`src/rtl/aux_uart_bridge_if.sv`:
```
// rtl/aux_uart_bridge_if.sv - aux bus and uart stream signals for aux_uart_bridge
interface aux_uart_bridge_if;
  logic [15:0] aux_adr_i;
  logic [7:0]  aux_dat_i;
  logic [7:0]  aux_dat_o;
  logic        aux_we_i;
  logic        aux_re_i;
  logic        aux_sel_o;
  logic [7:0]  tx_tdata_o;
  logic        tx_tvalid_o;
  logic        tx_tready_i;
  logic [7:0]  rx_tdata_i;
  logic        rx_tvalid_i;
  logic        rx_tready_o;
  logic [15:0] prescale_o;
  logic        irq_o;

  modport master (
    output aux_adr_i, aux_dat_i, aux_we_i, aux_re_i, tx_tready_i, rx_tdata_i, rx_tvalid_i,
    input  aux_dat_o, aux_sel_o, tx_tdata_o, tx_tvalid_o, rx_tready_o, prescale_o, irq_o
  );

  modport slave (
    input  aux_adr_i, aux_dat_i, aux_we_i, aux_re_i, tx_tready_i, rx_tdata_i, rx_tvalid_i,
    output aux_dat_o, aux_sel_o, tx_tdata_o, tx_tvalid_o, rx_tready_o, prescale_o, irq_o
  );
endinterface

```
`src/rtl/aux_uart_bridge.sv`:
```
// rtl/aux_uart_bridge.sv - aux-bus UART bridge with TX/RX byte FIFOs, status and prescale
// Optional CTRL register and interrupt enabled by defining AUX_UART_IRQ_EN.
module aux_uart_bridge #(
  parameter logic [15:0] BASE_ADDR    = 16'hFF00,
  parameter int          FIFO_AW      = 4,
  parameter logic [15:0] PRESCALE_RST = 16'd1
) (
  input logic               clk,
  input logic               reset_n,
  aux_uart_bridge_if.slave  bus
);

  localparam int DEPTH = 1 << FIFO_AW;

  logic [7:0]       tx_mem [DEPTH];
  logic [7:0]       rx_mem [DEPTH];
  logic [FIFO_AW:0] tx_wp, tx_rp, rx_wp, rx_rp;
  logic             we_prev, re_prev;
  logic             rx_ovf, tx_ovf, rx_ready;
  logic [15:0]      presc;
  logic [7:0]       ctrl_rd;
  logic [7:0]       rd_data;

  logic       sel, wr_edge, rd_edge;
  logic [2:0] off;
  logic       tx_empty, tx_full, rx_empty, rx_full;
  logic       tx_pop, tx_push_req, tx_push, tx_ovf_set;
  logic       rx_pop, rx_push_req, rx_push, rx_ovf_set;
  logic       status_wr;
  logic [7:0] status;

  assign sel     = (bus.aux_adr_i[15:3] == BASE_ADDR[15:3]);
  assign off     = bus.aux_adr_i[2:0];
  assign wr_edge = bus.aux_we_i & sel & ~we_prev;
  assign rd_edge = bus.aux_re_i & sel & ~re_prev;

  assign tx_empty = (tx_wp == tx_rp);
  assign tx_full  = (tx_wp[FIFO_AW] != tx_rp[FIFO_AW]) &&
                    (tx_wp[FIFO_AW-1:0] == tx_rp[FIFO_AW-1:0]);
  assign rx_empty = (rx_wp == rx_rp);
  assign rx_full  = (rx_wp[FIFO_AW] != rx_rp[FIFO_AW]) &&
                    (rx_wp[FIFO_AW-1:0] == rx_rp[FIFO_AW-1:0]);

  // A push onto a full FIFO still lands when the same cycle frees a slot.
  assign tx_pop      = ~tx_empty & bus.tx_tready_i;
  assign tx_push_req = wr_edge & (off == 3'd0);
  assign tx_push     = tx_push_req & (~tx_full | tx_pop);
  assign tx_ovf_set  = tx_push_req & tx_full & ~tx_pop;

  assign rx_pop      = rd_edge & (off == 3'd0) & ~rx_empty;
  assign rx_push_req = bus.rx_tvalid_i & rx_ready;
  assign rx_push     = rx_push_req & (~rx_full | rx_pop);
  assign rx_ovf_set  = rx_push_req & rx_full & ~rx_pop;

  assign status_wr = wr_edge & (off == 3'd1);
  assign status    = {3'b000, tx_ovf, tx_empty, rx_ovf, ~tx_full, ~rx_empty};

  always_ff @(posedge clk) begin
    if (tx_push) tx_mem[tx_wp[FIFO_AW-1:0]] <= bus.aux_dat_i;
    if (rx_push) rx_mem[rx_wp[FIFO_AW-1:0]] <= bus.rx_tdata_i;
  end

  always_ff @(posedge clk or negedge reset_n) begin
    if (!reset_n) begin
      tx_wp    <= '0;
      tx_rp    <= '0;
      rx_wp    <= '0;
      rx_rp    <= '0;
      we_prev  <= 1'b0;
      re_prev  <= 1'b0;
      rx_ovf   <= 1'b0;
      tx_ovf   <= 1'b0;
      rx_ready <= 1'b0;
      presc    <= PRESCALE_RST;
    end else begin
      we_prev  <= bus.aux_we_i & sel;
      re_prev  <= bus.aux_re_i & sel;
      rx_ready <= 1'b1;
      if (tx_push) tx_wp <= tx_wp + 1'b1;
      if (tx_pop)  tx_rp <= tx_rp + 1'b1;
      if (rx_push) rx_wp <= rx_wp + 1'b1;
      if (rx_pop)  rx_rp <= rx_rp + 1'b1;
      if (rx_ovf_set)                       rx_ovf <= 1'b1;
      else if (status_wr && bus.aux_dat_i[2]) rx_ovf <= 1'b0;
      if (tx_ovf_set)                       tx_ovf <= 1'b1;
      else if (status_wr && bus.aux_dat_i[4]) tx_ovf <= 1'b0;
      if (wr_edge && off == 3'd2) presc[7:0]  <= bus.aux_dat_i;
      if (wr_edge && off == 3'd3) presc[15:8] <= bus.aux_dat_i;
    end
  end

`ifdef AUX_UART_IRQ_EN
  logic [1:0] ctrl;
  logic       irq_q;

  always_ff @(posedge clk or negedge reset_n) begin
    if (!reset_n) begin
      ctrl  <= 2'b00;
      irq_q <= 1'b0;
    end else begin
      if (wr_edge && off == 3'd4) ctrl <= bus.aux_dat_i[1:0];
      irq_q <= (ctrl[0] & ~rx_empty) | (ctrl[1] & tx_empty) | rx_ovf;
    end
  end

  assign ctrl_rd   = {6'b000000, ctrl};
  assign bus.irq_o = irq_q;
`else
  assign ctrl_rd   = 8'h00;
  assign bus.irq_o = 1'b0;
`endif

  always_comb begin
    rd_data = 8'h00;
    case (off)
      3'd0:    rd_data = rx_empty ? 8'h00 : rx_mem[rx_rp[FIFO_AW-1:0]];
      3'd1:    rd_data = status;
      3'd2:    rd_data = presc[7:0];
      3'd3:    rd_data = presc[15:8];
      3'd4:    rd_data = ctrl_rd;
      default: rd_data = 8'h00;
    endcase
  end

  assign bus.aux_dat_o   = rd_data;
  assign bus.aux_sel_o   = sel;
  assign bus.tx_tdata_o  = tx_mem[tx_rp[FIFO_AW-1:0]];
  assign bus.tx_tvalid_o = ~tx_empty;
  assign bus.rx_tready_o = rx_ready;
  assign bus.prescale_o  = presc;

endmodule

```
`src/flat_wrapper.sv`:
```
// flat-port wrapper written by rule: the top's interface ports become plain ports
module aux_uart_bridge_flat 
#(
  parameter logic [15:0] BASE_ADDR    = 16'hFF00,
  parameter int          FIFO_AW      = 4,
  parameter logic [15:0] PRESCALE_RST = 16'd1
)
  (clk, reset_n, bus_aux_adr_i, bus_aux_dat_i, bus_aux_we_i, bus_aux_re_i, bus_tx_tready_i, bus_rx_tdata_i, bus_rx_tvalid_i, bus_aux_dat_o, bus_aux_sel_o, bus_tx_tdata_o, bus_tx_tvalid_o, bus_rx_tready_o, bus_prescale_o, bus_irq_o);
  aux_uart_bridge_if bus_i ();
  input logic clk;
  input logic reset_n;
  input wire logic [$bits(bus_i.aux_adr_i)-1:0] bus_aux_adr_i;
  input wire logic [$bits(bus_i.aux_dat_i)-1:0] bus_aux_dat_i;
  input wire logic [$bits(bus_i.aux_we_i)-1:0] bus_aux_we_i;
  input wire logic [$bits(bus_i.aux_re_i)-1:0] bus_aux_re_i;
  input wire logic [$bits(bus_i.tx_tready_i)-1:0] bus_tx_tready_i;
  input wire logic [$bits(bus_i.rx_tdata_i)-1:0] bus_rx_tdata_i;
  input wire logic [$bits(bus_i.rx_tvalid_i)-1:0] bus_rx_tvalid_i;
  output wire logic [$bits(bus_i.aux_dat_o)-1:0] bus_aux_dat_o;
  output wire logic [$bits(bus_i.aux_sel_o)-1:0] bus_aux_sel_o;
  output wire logic [$bits(bus_i.tx_tdata_o)-1:0] bus_tx_tdata_o;
  output wire logic [$bits(bus_i.tx_tvalid_o)-1:0] bus_tx_tvalid_o;
  output wire logic [$bits(bus_i.rx_tready_o)-1:0] bus_rx_tready_o;
  output wire logic [$bits(bus_i.prescale_o)-1:0] bus_prescale_o;
  output wire logic [$bits(bus_i.irq_o)-1:0] bus_irq_o;
  assign bus_i.aux_adr_i = bus_aux_adr_i;
  assign bus_i.aux_dat_i = bus_aux_dat_i;
  assign bus_i.aux_we_i = bus_aux_we_i;
  assign bus_i.aux_re_i = bus_aux_re_i;
  assign bus_i.tx_tready_i = bus_tx_tready_i;
  assign bus_i.rx_tdata_i = bus_rx_tdata_i;
  assign bus_i.rx_tvalid_i = bus_rx_tvalid_i;
  assign bus_aux_dat_o = bus_i.aux_dat_o;
  assign bus_aux_sel_o = bus_i.aux_sel_o;
  assign bus_tx_tdata_o = bus_i.tx_tdata_o;
  assign bus_tx_tvalid_o = bus_i.tx_tvalid_o;
  assign bus_rx_tready_o = bus_i.rx_tready_o;
  assign bus_prescale_o = bus_i.prescale_o;
  assign bus_irq_o = bus_i.irq_o;
  aux_uart_bridge #(.BASE_ADDR(BASE_ADDR), .FIFO_AW(FIFO_AW), .PRESCALE_RST(PRESCALE_RST)) u_core (.clk(clk), .reset_n(reset_n), .bus(bus_i));
endmodule
```
`config.mk`:
```
export PLATFORM = sky130hd
export DESIGN_NAME = aux_uart_bridge_flat
export DESIGN_NICKNAME = d
export VERILOG_FILES = /design/src/rtl/aux_uart_bridge_if.sv /design/src/rtl/aux_uart_bridge.sv /design/src/flat_wrapper.sv
export SDC_FILE = /design/constraint.sdc
export NUM_CORES = 1
export LEC_CHECK = 0
export BUFFER_PORTS_ARGS = -buffer_cell sky130_fd_sc_hd__buf_2
export CELL_PAD_IN_SITES_DETAIL_PLACEMENT = 0
export CELL_PAD_IN_SITES_GLOBAL_PLACEMENT = 1
export CORE_MARGIN = 10
export CORE_UTILIZATION = 50
export DETAILED_ROUTE_END_ITERATION = 10
export GPL_ROUTABILITY_DRIVEN = 0
export PLACE_DENSITY_LB_ADDON = 0.08
export SETUP_SLACK_MARGIN = 0.5
export SKIP_LAST_GASP = 1
export SYNTH_ARGS = -nofsm -noshare
export SYNTH_HDL_FRONTEND = slang
export SYNTH_SLANG_ARGS = --single-unit
export TNS_END_PERCENT = 20
```
`constraint.sdc`:
```
create_clock -name clk -period 5.07 [get_ports clk]
set_clock_uncertainty 0.1 [all_clocks]
set_input_delay 1.014 -clock clk [delete_from_list [all_inputs] [get_ports clk]]
set_output_delay 1.014 -clock clk [all_outputs]
set_load 0.02 [all_outputs]
```
==> results of run 1 <==
==> sequential cells by signal (all words and copies together) (netlist names) <==
register	count
u_core.bus.prescale_o	16
u_core.tx_rp	5
u_core.rx_wp	5
u_core.re_prev	1
u_core.rx_ovf	1
u_core.tx_wp	5
u_core.rx_rp	5
u_core.tx_mem	128
u_core.we_prev	1
u_core.bus.rx_tready_o	1
u_core.tx_ovf	1
u_core.rx_mem	128
==> power breakdown <==
group	leakage [nW]	switching [mW]	internal, mW
clock network	0.546	0.913	1.49
logic	1.46	0.514	0.480
registers	2.84	0.178	2.75
==> worst max-delay path by stage <==
stage,startpoint,to
finish,u_core.rx_rp[1]$_DFFE_PN0P_,bus_aux_dat_o[1]
CTS,u_core.rx_rp[0]$_DFFE_PN0P_,bus_aux_dat_o[3]
detailed placement,bus_aux_adr_i[4],u_core.tx_mem[10][1]$_DFFE_PP_
floorplan,bus_aux_adr_i[4],u_core.tx_mem[3][0]$_DFFE_PP_
global placement,bus_aux_adr_i[4],u_core.tx_mem[10][1]$_DFFE_PP_
global route,u_core.rx_rp[1]$_DFFE_PN0P_,bus_aux_dat_o[3]
==> synthesized netlist by cell type, drive strengths merged, types with 3 or more instances <==
cell	n
nand4	9
clkbuf	24
nor2b	5
a21oi	9
dfrtp	40
nor3	8
inv	10
a221oi	5
o22ai	7
nand2	23
nor2	30
mux2i	50
edfxtp	256
o211a	3
mux2	23
xnor2	17
xor2	10
mux4	49
nand3	8
and3	3
ha	10
buf	11
nand2b	8
a22o	4
and2	5
a22oi	16
o21ai	3
==> critical path: cells and delay by family (launching register included) <==
| family | cells | cell delay (ps) |
|---|---|---|
| AO/OA/AOI/OAI | 3 | 660 |
| buffers and inverters | 1 | 200 |
| flip-flops | 1 | 850 |
| AND/OR/NAND/NOR | 2 | 870 |
==> stage by stage <==
stage	power, mW	util
floorplan	3.638	-
global placement	3.980	0.5425
detailed placement	3.989	0.5425
CTS	6.386	0.5893
global route	6.574	0.5901
finish	6.329	0.5901
==> per-layer routing <==
metal  GRT usage  vias to the layer above  part of all wire
met5           0                        -                 0
met4     0.03744                        0             0.014
met3     0.04675                       35             0.087
met2      0.2663                      262              0.45
met1      0.2620                     3311              0.45
li1            -                     2806                 -
==> cell usage in the layout, fill, tap and decap left out, types with 6 or more instances in the layout <==
cell type,synthesis,final
sky130_fd_sc_hd__a21oi_1,9,9
sky130_fd_sc_hd__a22oi_1,16,16
sky130_fd_sc_hd__buf_2,6,72
sky130_fd_sc_hd__buf_4,1,11
sky130_fd_sc_hd__bufinv_16,0,6
sky130_fd_sc_hd__clkbuf_16,0,31
sky130_fd_sc_hd__clkinv_2,0,7
sky130_fd_sc_hd__dfrtp_1,40,38
sky130_fd_sc_hd__edfxtp_1,256,256
sky130_fd_sc_hd__ha_1,10,10
sky130_fd_sc_hd__inv_1,9,9
sky130_fd_sc_hd__mux2_2,23,23
sky130_fd_sc_hd__mux2i_1,50,50
sky130_fd_sc_hd__mux4_2,49,49
sky130_fd_sc_hd__nand2_1,23,23
sky130_fd_sc_hd__nand2b_1,8,8
sky130_fd_sc_hd__nand3_1,8,8
sky130_fd_sc_hd__nand4_1,8,8
sky130_fd_sc_hd__nor2_1,29,29
sky130_fd_sc_hd__nor3_1,8,8
sky130_fd_sc_hd__o22ai_1,7,7
sky130_fd_sc_hd__xnor2_1,17,17
sky130_fd_sc_hd__xor2_1,10,10
==> cell type report <==
type                       count  area [um^2]
clock inverter                17        249.0
tap                          319        399.1
clock buffer                  39        855.8
fill                        1772         9678
sequential                   297         8720
inverter                      10        37.54
timing repair buffer          84        462.9
multi-input combinational    326         3211
==> kinds of logic after synthesis <==
| kind of cell | Yosys count | synth area share |
|---|---|---|
| adder cells (fa/ha/maj) | 10 | 0.01034 |
| multiplexers | 122 | 0.1539 |
| XOR/XNOR | 27 | 0.01953 |
| other | 2 | 0.0006204 |
| flip-flops | 297 | 0.7199 |
| AND/OR/NAND/NOR | 107 | 0.04413 |
| AO/OA/AOI/OAI | 58 | 0.03669 |
| buffers and inverters | 45 | 0.01488 |
==> flow_summary.ini, run 1 <==
[place]
port_buffers = 72
place.detailed.instances = 1035
placement.cell_area_um2 = 12810
place_worst_setup_slack_ps = 850.2
hpwlAfterDp_um = 19090

[clock_network]
post_cts_buffers = 0
cts.sink_count = 297
cts_hold_repair.buffers = 0
cts.repair.resized = 0
worstSkewPairLatency_ps = 560
clock_tree.buffer_depth = 3
cts.clk_slew.worst_paths_ps = 60
cts-buffers-inserted = 30
tritoncts = built
cts_max_level = 1
ctsRootBufferMaster = sky130_fd_sc_hd__clkbuf_16

[floorplanning]
die_area_um2 = 30830
die_h_um = 175.6
rows = 56
ioPinCount = 74
start_util = 0.5127
core_area_um2 = 23610
die_x_um = 175.6

[timing]
max_slew.worst_pin.slew_ps = 974.0
layout_min_cycle_time_ps = 4253
slew_viol_final = 0
unrepaired_setup_endpoints_after_global_routing = no
finalCritPeriodShare = 0.8389
layout_setup_ws_ps = 817.0
final-setup-viol-count = 0
timing.hold.ws_ps = 399.4
hold_viol = 0
timing.fmax_mhz = 235.1
slew_headroom = 0.3507
timing.setup.tns_ps = 0

[global_route]
grt-ovfl-total = 0
grt_util_all_layers = 0.1795
initial_antenna_violation_count = 0
grt_max_degree = 42
grt_pass1_vias = 6798
grt_pass1_wl_um = 42080

[synthesis]
yosys-top-cells-area = sky130_fd_sc_hd__edfxtp_1 (64%), sky130_fd_sc_hd__mux4_2 (9.1%), sky130_fd_sc_hd__dfrtp_1 (8.3%), sky130_fd_sc_hd__mux2i_1 (4.1%), sky130_fd_sc_hd__mux2_2 (2.1%)
synth.net_count = 716
synthFlopType = sky130_fd_sc_hd__edfxtp_1
seq_area_frac_synth = 0.7199
syn_avg_cell_area_um2 = 18.12
synth_enable_flop_cells = 256
async_set_or_reset_register_ratio_after_synthesis = 0.1380
synthesis.area_um2 = 12110
yosys_synthesis_warning_count = 0
ys_seq_elements = 297
synthDominantAreaCellType = sky130_fd_sc_hd__edfxtp_1
synth_top_area_share = 0.6350
synthCells = 668
synth_cell_types = 49

[layout]
finish.instance_area_um2 = 13930
finalNetCount = 797
areaGrowthSynthToFinish_pct = 15.11
share_of_layout_cells_above_drive_strength_1 = 0.2820
antenna_cells_inserted = 0
layoutNonFillerInstCount = 1092

[power]
cellLeakagePower_nw = 4.842
power.density_cell_area_nw_per_um2 = 454.2
ir_worst_vdd_mv = 0.2383

[min_path]
min_path_type = flip-flop to flip-flop
hold_path_startpoint = u_core.rx_wp[4]$_DFFE_PN0P_
min_delay_worst_endpoint = u_core.rx_wp[4]$_DFFE_PN0P_
worst_hold_path.num_cells = 1

[critical_path]
worstSetupEndpointType = primary output
slowest_delay_ps = 850
cp_data_arrival_time_ps = 3140
worst-r2r-cell-count = 6
critPathSlowestCell = sky130_fd_sc_hd__dfrtp_1
critPathKind = flip-flop to primary output
cells_along_the_critical_path = nor2b_1, a22o_1, nor3_1, a31oi_1, o22ai_1, buf_2
critical_path.startpoint_type = flip-flop
r2r_setup_slack_ps = 1920
regToRegStartpoint = u_core.tx_rp[2]$_DFFE_PN0P_
timing.critical_path.required_ps = 3960
critical_path.max_fanout = 16
worst_r2r_endpoint = u_core.tx_mem[10][2]$_DFFE_PP_

[drt]
route.vias.total = 6414
routed_wl_um = 28010
first_pass_iters = 5
route.antenna.remaining_nets = 0
wl_per_cell_um = 25.65
post_drt_via_cell_ratio = 5.874
post-route-drc-count = 0
drt_initial_violations = 478

[flow_run]
max-cap-violations = 0

[outcome]
run_status = complete, no violations
No activity file was read; power rests on OpenSTA's default activity.
==> inputs of run 2 (changes only) <==
Settings changed: ABC_AREA from default to 1, CORE_UTILIZATION 50 to 45.
Clock period 5.07 ns to 3.9 ns, I/O delays scaled along.
==> flow_summary.ini, run 2 <==
[global_route]
grt_util_all_layers = 0.1702
grt_pass1_wl_um = 47890
grt-ovfl-total = 0
initial_antenna_violation_count = 0
grt_pass1_vias = 8199
grt_max_degree = 69

[floorplanning]
rows = 61
die_h_um = 188.1
core_area_um2 = 27860
start_util = 0.4567
die_area_um2 = 35400
ioPinCount = 74
die_x_um = 188.1

[synthesis]
async_set_or_reset_register_ratio_after_synthesis = 0.1380
post-synth-top-count-cell = sky130_fd_sc_hd__edfxtp_1
yosys-top-cells-area = sky130_fd_sc_hd__edfxtp_1 (60%), sky130_fd_sc_hd__dfrtp_1 (7.9%), sky130_fd_sc_hd__nor2_1 (6.1%), sky130_fd_sc_hd__o21ai_0 (4.5%), sky130_fd_sc_hd__nand2_1 (4.4%)
ys_seq_elements = 297
synth.net_count = 1143
syn_avg_cell_area_um2 = 11.62
yosys_synthesis_warning_count = 0
seq_area_frac_synth = 0.6850
synth_cell_types = 44
synthCells = 1095
synthesis.area_um2 = 12720
most_common_library_cells_after_synthesis = sky130_fd_sc_hd__edfxtp_1 (256), sky130_fd_sc_hd__nor2_1 (207), sky130_fd_sc_hd__nand2_1 (150), sky130_fd_sc_hd__o21ai_0 (115), sky130_fd_sc_hd__nand3_1 (52)
synth_enable_flop_cells = 256
synthFlopType = sky130_fd_sc_hd__edfxtp_1
synthDominantAreaCellType = sky130_fd_sc_hd__edfxtp_1
synth_top_area_share = 0.6042

[layout]
areaGrowthSynthToFinish_pct = 14.58
multiInputGateArea_um2 = 3545
mostFrequentLayoutCells = sky130_fd_sc_hd__edfxtp_1 (256), sky130_fd_sc_hd__nor2_1 (207), sky130_fd_sc_hd__nand2_1 (150), sky130_fd_sc_hd__o21ai_0 (113), sky130_fd_sc_hd__buf_2 (72)
finalNetCount = 1225
sequential_cell_area_um2 = 8721
final_util = 0.5232
layout.filler_cells = 2496
antenna_cells_inserted = 0
finish.instance_area_um2 = 14580
share_of_layout_cells_above_drive_strength_1 = 0.1675
mostFrequentLayoutCell = sky130_fd_sc_hd__edfxtp_1

[place]
port_buffers = 72
place_worst_setup_slack_ps = 828.6
hpwlAfterDp_um = 20080
placement.cell_area_um2 = 13540

[drt]
drt_initial_violations = 504
route.vias.total = 8212
post-route-drc-count = 0
post_drt_via_cell_ratio = 5.204
wl_per_cell_um = 19.48
first_pass_iters = 7
routed_wl_um = 30750
route.antenna.remaining_nets = 0

[timing]
timing.setup.tns_ps = 0
layout_setup_ws_ps = 586.6
slew_headroom = 0.3517
timing.fmax_mhz = 301.8
unrepaired_setup_endpoints_after_global_routing = yes
hold_viol = 0
final-setup-viol-count = 0
finalCritPeriodShare = 0.8496
slew_viol_final = 0
layout_min_cycle_time_ps = 3313
max_slew.worst_pin.slew_ps = 972.5

[clock_network]
clock_tree.buffer_depth = 3
cts_max_level = 1
cts-buffers-inserted = 31
post_cts_buffers = 0
worstSkewPairLatency_ps = 560
tritoncts = built
cts.clk_slew.worst_paths_ps = 60
cts.sink_count = 297
ctsRootBufferMaster = sky130_fd_sc_hd__clkbuf_16

[critical_path]
worstSetupEndpointType = primary output
critical_path.startpoint_type = flip-flop
timing.critical_path.required_ps = 3020
cp_data_arrival_time_ps = 2430
critPathKind = flip-flop to primary output
critical_path.max_fanout = 50

[power]
ir_worst_vdd_mv = 0.3897
power.density_cell_area_nw_per_um2 = 553.9
cellLeakagePower_nw = 5.306

[flow_run]
max-cap-violations = 0

[outcome]
run_status = complete, no violations

[min_path]
min_path_type = primary input to async pin
run 2: cell type report:
class / instances / share of cell area
clock buffer: 38 / 0.05708
clock inverter: 18 / 0.01004
inverter: 47 / 0.01279
multi-input combinational: 695 / 0.2432
sequential: 297 / 0.5983
tap: 378 / 0.03245
timing repair buffer: 105 / 0.04618
run 2: routing by layer:
metal	GRT usage	share of wire	up-vias
met3	0.02208	0.034	43
met2	0.2952	0.51	148
met4	0.04677	0.023	0
met1	0.2187	0.44	3986
li1	-	-	4035
met5	0	0	-
run 2: repair_timing:
item	4_1_cts	5_1_grt
cloned	0	1
hold buffers	0	0
setup endpoints to repair	12	16
resized for setup	3	11
pin swaps	0	0
run 2: stage by stage:
step	cells	power, mW	hold slack [ps]
floorplan	1095	4.804	384.4
global placement	1521	5.332	388.0
detailed placement	1521	5.332	387.1
CTS	1577	8.153	308.3
global route	1578	8.479	342.4
finish	1578	8.074	282.2
run 2: path summary, 6_finish.rpt:
kind / from / endpoint / slack, ps / depth (start not counted)
setup reg to reg: u_core.rx_rp[1]$_DFFE_PN0P_ / u_core.rx_mem[13][6]$_DFFE_PP_ / 1250 / 10
hold / removal: reset_n / u_core.bus.prescale_o[14]$_DFFE_PN0P_ / 280 / 1
setup / recovery: u_core.tx_rp[0]$_DFFE_PN0P_ / bus_tx_tdata_o[5] / 590 / 6
hold reg to reg: u_core.bus.prescale_o[0]$_DFFE_PN1P_ / u_core.bus.prescale_o[0]$_DFFE_PN1P_ / 400 / 2
max in group asynchronous: reset_n / u_core.tx_rp[1]$_DFFE_PN0P_ / 2700 / 1
min in group clk: bus_aux_re_i / u_core.re_prev$_DFF_PN0_ / 350 / 3
run 2: power by group:
part | internal, mW | switching [mW]
clock | 1.64 | 1.19
sequential | 3.55 | 0.184
combinational | 0.501 | 1.02
total | 5.69 | 2.39
run 2: cell families after synthesis:
kind of cell	Yosys count	synth area share
compound gates	208	0.1023
xor+xnor	20	0.01377
fa+ha+maj	10	0.009835
buf+inv	103	0.03639
flops	297	0.6850
other cells	2	0.0005903
simple gates	455	0.1521
run 2: worst max-delay path, cell delays in order, from the launching register on:
cell	delay, ps
sky130_fd_sc_hd__dfrtp_2	620
sky130_fd_sc_hd__buf_8	330
sky130_fd_sc_hd__o21ai_0	140
sky130_fd_sc_hd__o211ai_1	290
sky130_fd_sc_hd__nand3_1	140
sky130_fd_sc_hd__nand3_1	140
sky130_fd_sc_hd__buf_2	180
==> inputs of run 3 (changes only) <==
Clock period 3.9 ns to 2.95 ns, I/O delays scaled along.
==> flow_summary.ini, run 3 (synthesis gave the netlist of run 2 again) <==
[outcome]
run_status = complete, no violations

[clock_network]
clock_tree.buffer_depth = 3
worstSkewPairLatency_ps = 550
tritoncts = built
cts.clk_slew.worst_paths_ps = 60
cts_max_level = 1
cts-buffers-inserted = 31
cts.sink_count = 297
ctsRootBufferMaster = sky130_fd_sc_hd__clkbuf_16

[power]
total_power_mw = 11.43
ir_worst_vdd_mv = 0.4579
cellLeakagePower_nw = 5.731
power.density_cell_area_nw_per_um2 = 736.2

[global_route]
gr-usage-met3 = 0.02597
grt.met1_usage = 0.2250
initial_antenna_violation_count = 0
grt_util_all_layers = 0.1833
grt_pass1_wl_um = 51070
global_route_met2_utilization = 0.3235
grt_pass1_vias = 8626
grt-ovfl-total = 0
grt_max_degree = 42
globalRoute.busiestLayer = met2

[drt]
route.vias.total = 8608
route.antenna.remaining_nets = 0
drt_initial_violations = 503
routed_wl_um = 33270
first_pass_iters = 5
wl_per_cell_um = 20.54
post-route-drc-count = 0
post_drt_via_cell_ratio = 5.314

[layout]
areaGrowthSynthToFinish_pct = 21.98
finalNetCount = 1268
antenna_cells_inserted = 0
mostFrequentLayoutCells = sky130_fd_sc_hd__edfxtp_1 (256), sky130_fd_sc_hd__nor2_1 (194), sky130_fd_sc_hd__nand2_1 (134), sky130_fd_sc_hd__o21ai_0 (86), sky130_fd_sc_hd__buf_2 (61)
share_of_layout_cells_above_drive_strength_1 = 0.2295
layout.filler_cells = 2392
final_util = 0.5571
layoutNonFillerInstCount = 1620
mostFrequentLayoutCell = sky130_fd_sc_hd__edfxtp_1
finish.instance_area_um2 = 15520

[floorplanning]
die_x_um = 188.1
ioPinCount = 74
start_util = 0.4567
die_area_um2 = 35400
core_area_um2 = 27860
rows = 61
die_h_um = 188.1

[place]
hpwlAfterDp_um = 20320
place.detailed.instances = 1537
placement.cell_area_um2 = 13710
port_buffers = 72
place_worst_setup_slack_ps = 327.8

[timing]
timing.fmax_mhz = 341.1
timing.hold.ws_ps = 175.1
slew_viol_final = 0
finalCritPeriodShare = 0.9937
max_slew.worst_pin.slew_ps = 653.1
unrepaired_setup_endpoints_after_global_routing = yes
final-setup-viol-count = 0
hold_viol = 0
layout_setup_ws_ps = 18.69
timing.setup.tns_ps = 0
layout_min_cycle_time_ps = 2931
slew_headroom = 0.5622

[critical_path]
path_buf_inv = 3
slowest_delay_ps = 490
critical_path.startpoint_type = flip-flop
cells_along_the_critical_path = buf_12, bufbuf_16, o21ai_0, o22ai_1, nand2_1, nand3_2, nand2_2, nand2_2, buf_6
critPathMostFrequentCell = sky130_fd_sc_hd__nand2_2
cp_data_arrival_time_ps = 2240
critPathSlowestCell = sky130_fd_sc_hd__dfrtp_2
worstSetupEndpointType = primary output
critical_path.max_fanout = 8
critPathKind = flip-flop to primary output
path_delay_family = buffers and inverters
timing.critical_path.required_ps = 2260

[min_path]
min_path_type = primary input to flip-flop

[flow_run]
max-cap-violations = 0
==> run 3: cell count changes in the layout (fill, tap and decap cells not counted), sizes merged <==
cell	change
bufinv	+4
buf	+41
dlygate4sd3	+1
inv	-1
clkinv	+4
clkbuf	-6
clkinvlp	-2
bufbuf	+1
==> run 3: metal layers <==
layer,routed length (um),vias to the layer above
met5,0,-
met4,1015,0
met3,1333,58
met2,17030,176
met1,13900,4235
li1,-,4139
==> run 3: timing repair <==
item	in CTS	in global routing
setup buffers	15	1
cloned	10	1
setup endpoints to repair	25	129
hold buffers	1	0
pin swaps	30	30
resized for setup	84	44
hold endpoints to repair	15	0
==> run 3: cell type report <==
class | instances | area, um^2 | share of cell area
well taps | 378 | 473.0 | 0.03048
multi-input cells | 695 | 3729 | 0.2403
repair buffers | 148 | 1363 | 0.08780
flip-flops and latches | 297 | 8723 | 0.5621
clock inverters | 23 | 254.0 | 0.01637
clock buffers | 32 | 779.5 | 0.05023
inverters | 47 | 197.7 | 0.01274
==> run 3: power by group <==
part	switching [mW]	internal [mW]	total (mW)
clock	1.56	2.41	3.98
sequential	0.156	4.69	4.85
combinational	1.62	0.979	2.60
==> run 3: worst paths after layout <==
check | from | to | slack [ps] | depth (start not counted)
worst min-delay path | bus_aux_re_i | u_core.re_prev$_DFF_PN0_ | 180 | 3
worst max-delay path | u_core.rx_rp[0]$_DFFE_PN0P_ | bus_aux_dat_o[2] | 20 | 9
min in group asynchronous | reset_n | u_core.bus.prescale_o[6]$_DFFE_PN0P_ | 400 | 2
worst max register to register | u_core.rx_rp[0]$_DFFE_PN0P_ | u_core.rx_mem[1][4]$_DFFE_PP_ | 380 | 13
worst min register to register | u_core.bus.prescale_o[0]$_DFFE_PN1P_ | u_core.bus.prescale_o[0]$_DFFE_PN1P_ | 410 | 2
max in group asynchronous | reset_n | u_core.rx_rp[1]$_DFFE_PN0P_ | 1620 | 3
==> run 3: worst reg2reg max path: stages, from the launching register on <==
cell and delay (ps):
sky130_fd_sc_hd__dfrtp_2 490, sky130_fd_sc_hd__buf_12 180, sky130_fd_sc_hd__buf_16 150, sky130_fd_sc_hd__nand2_4 50, sky130_fd_sc_hd__nand2_2 80, sky130_fd_sc_hd__nor2_4 40, sky130_fd_sc_hd__nand3_4 70, sky130_fd_sc_hd__nand2_4 60
sky130_fd_sc_hd__buf_4 150, sky130_fd_sc_hd__o21bai_4 140, sky130_fd_sc_hd__nand2_4 150, sky130_fd_sc_hd__buf_4 200, sky130_fd_sc_hd__nor2_1 150, sky130_fd_sc_hd__buf_4 230
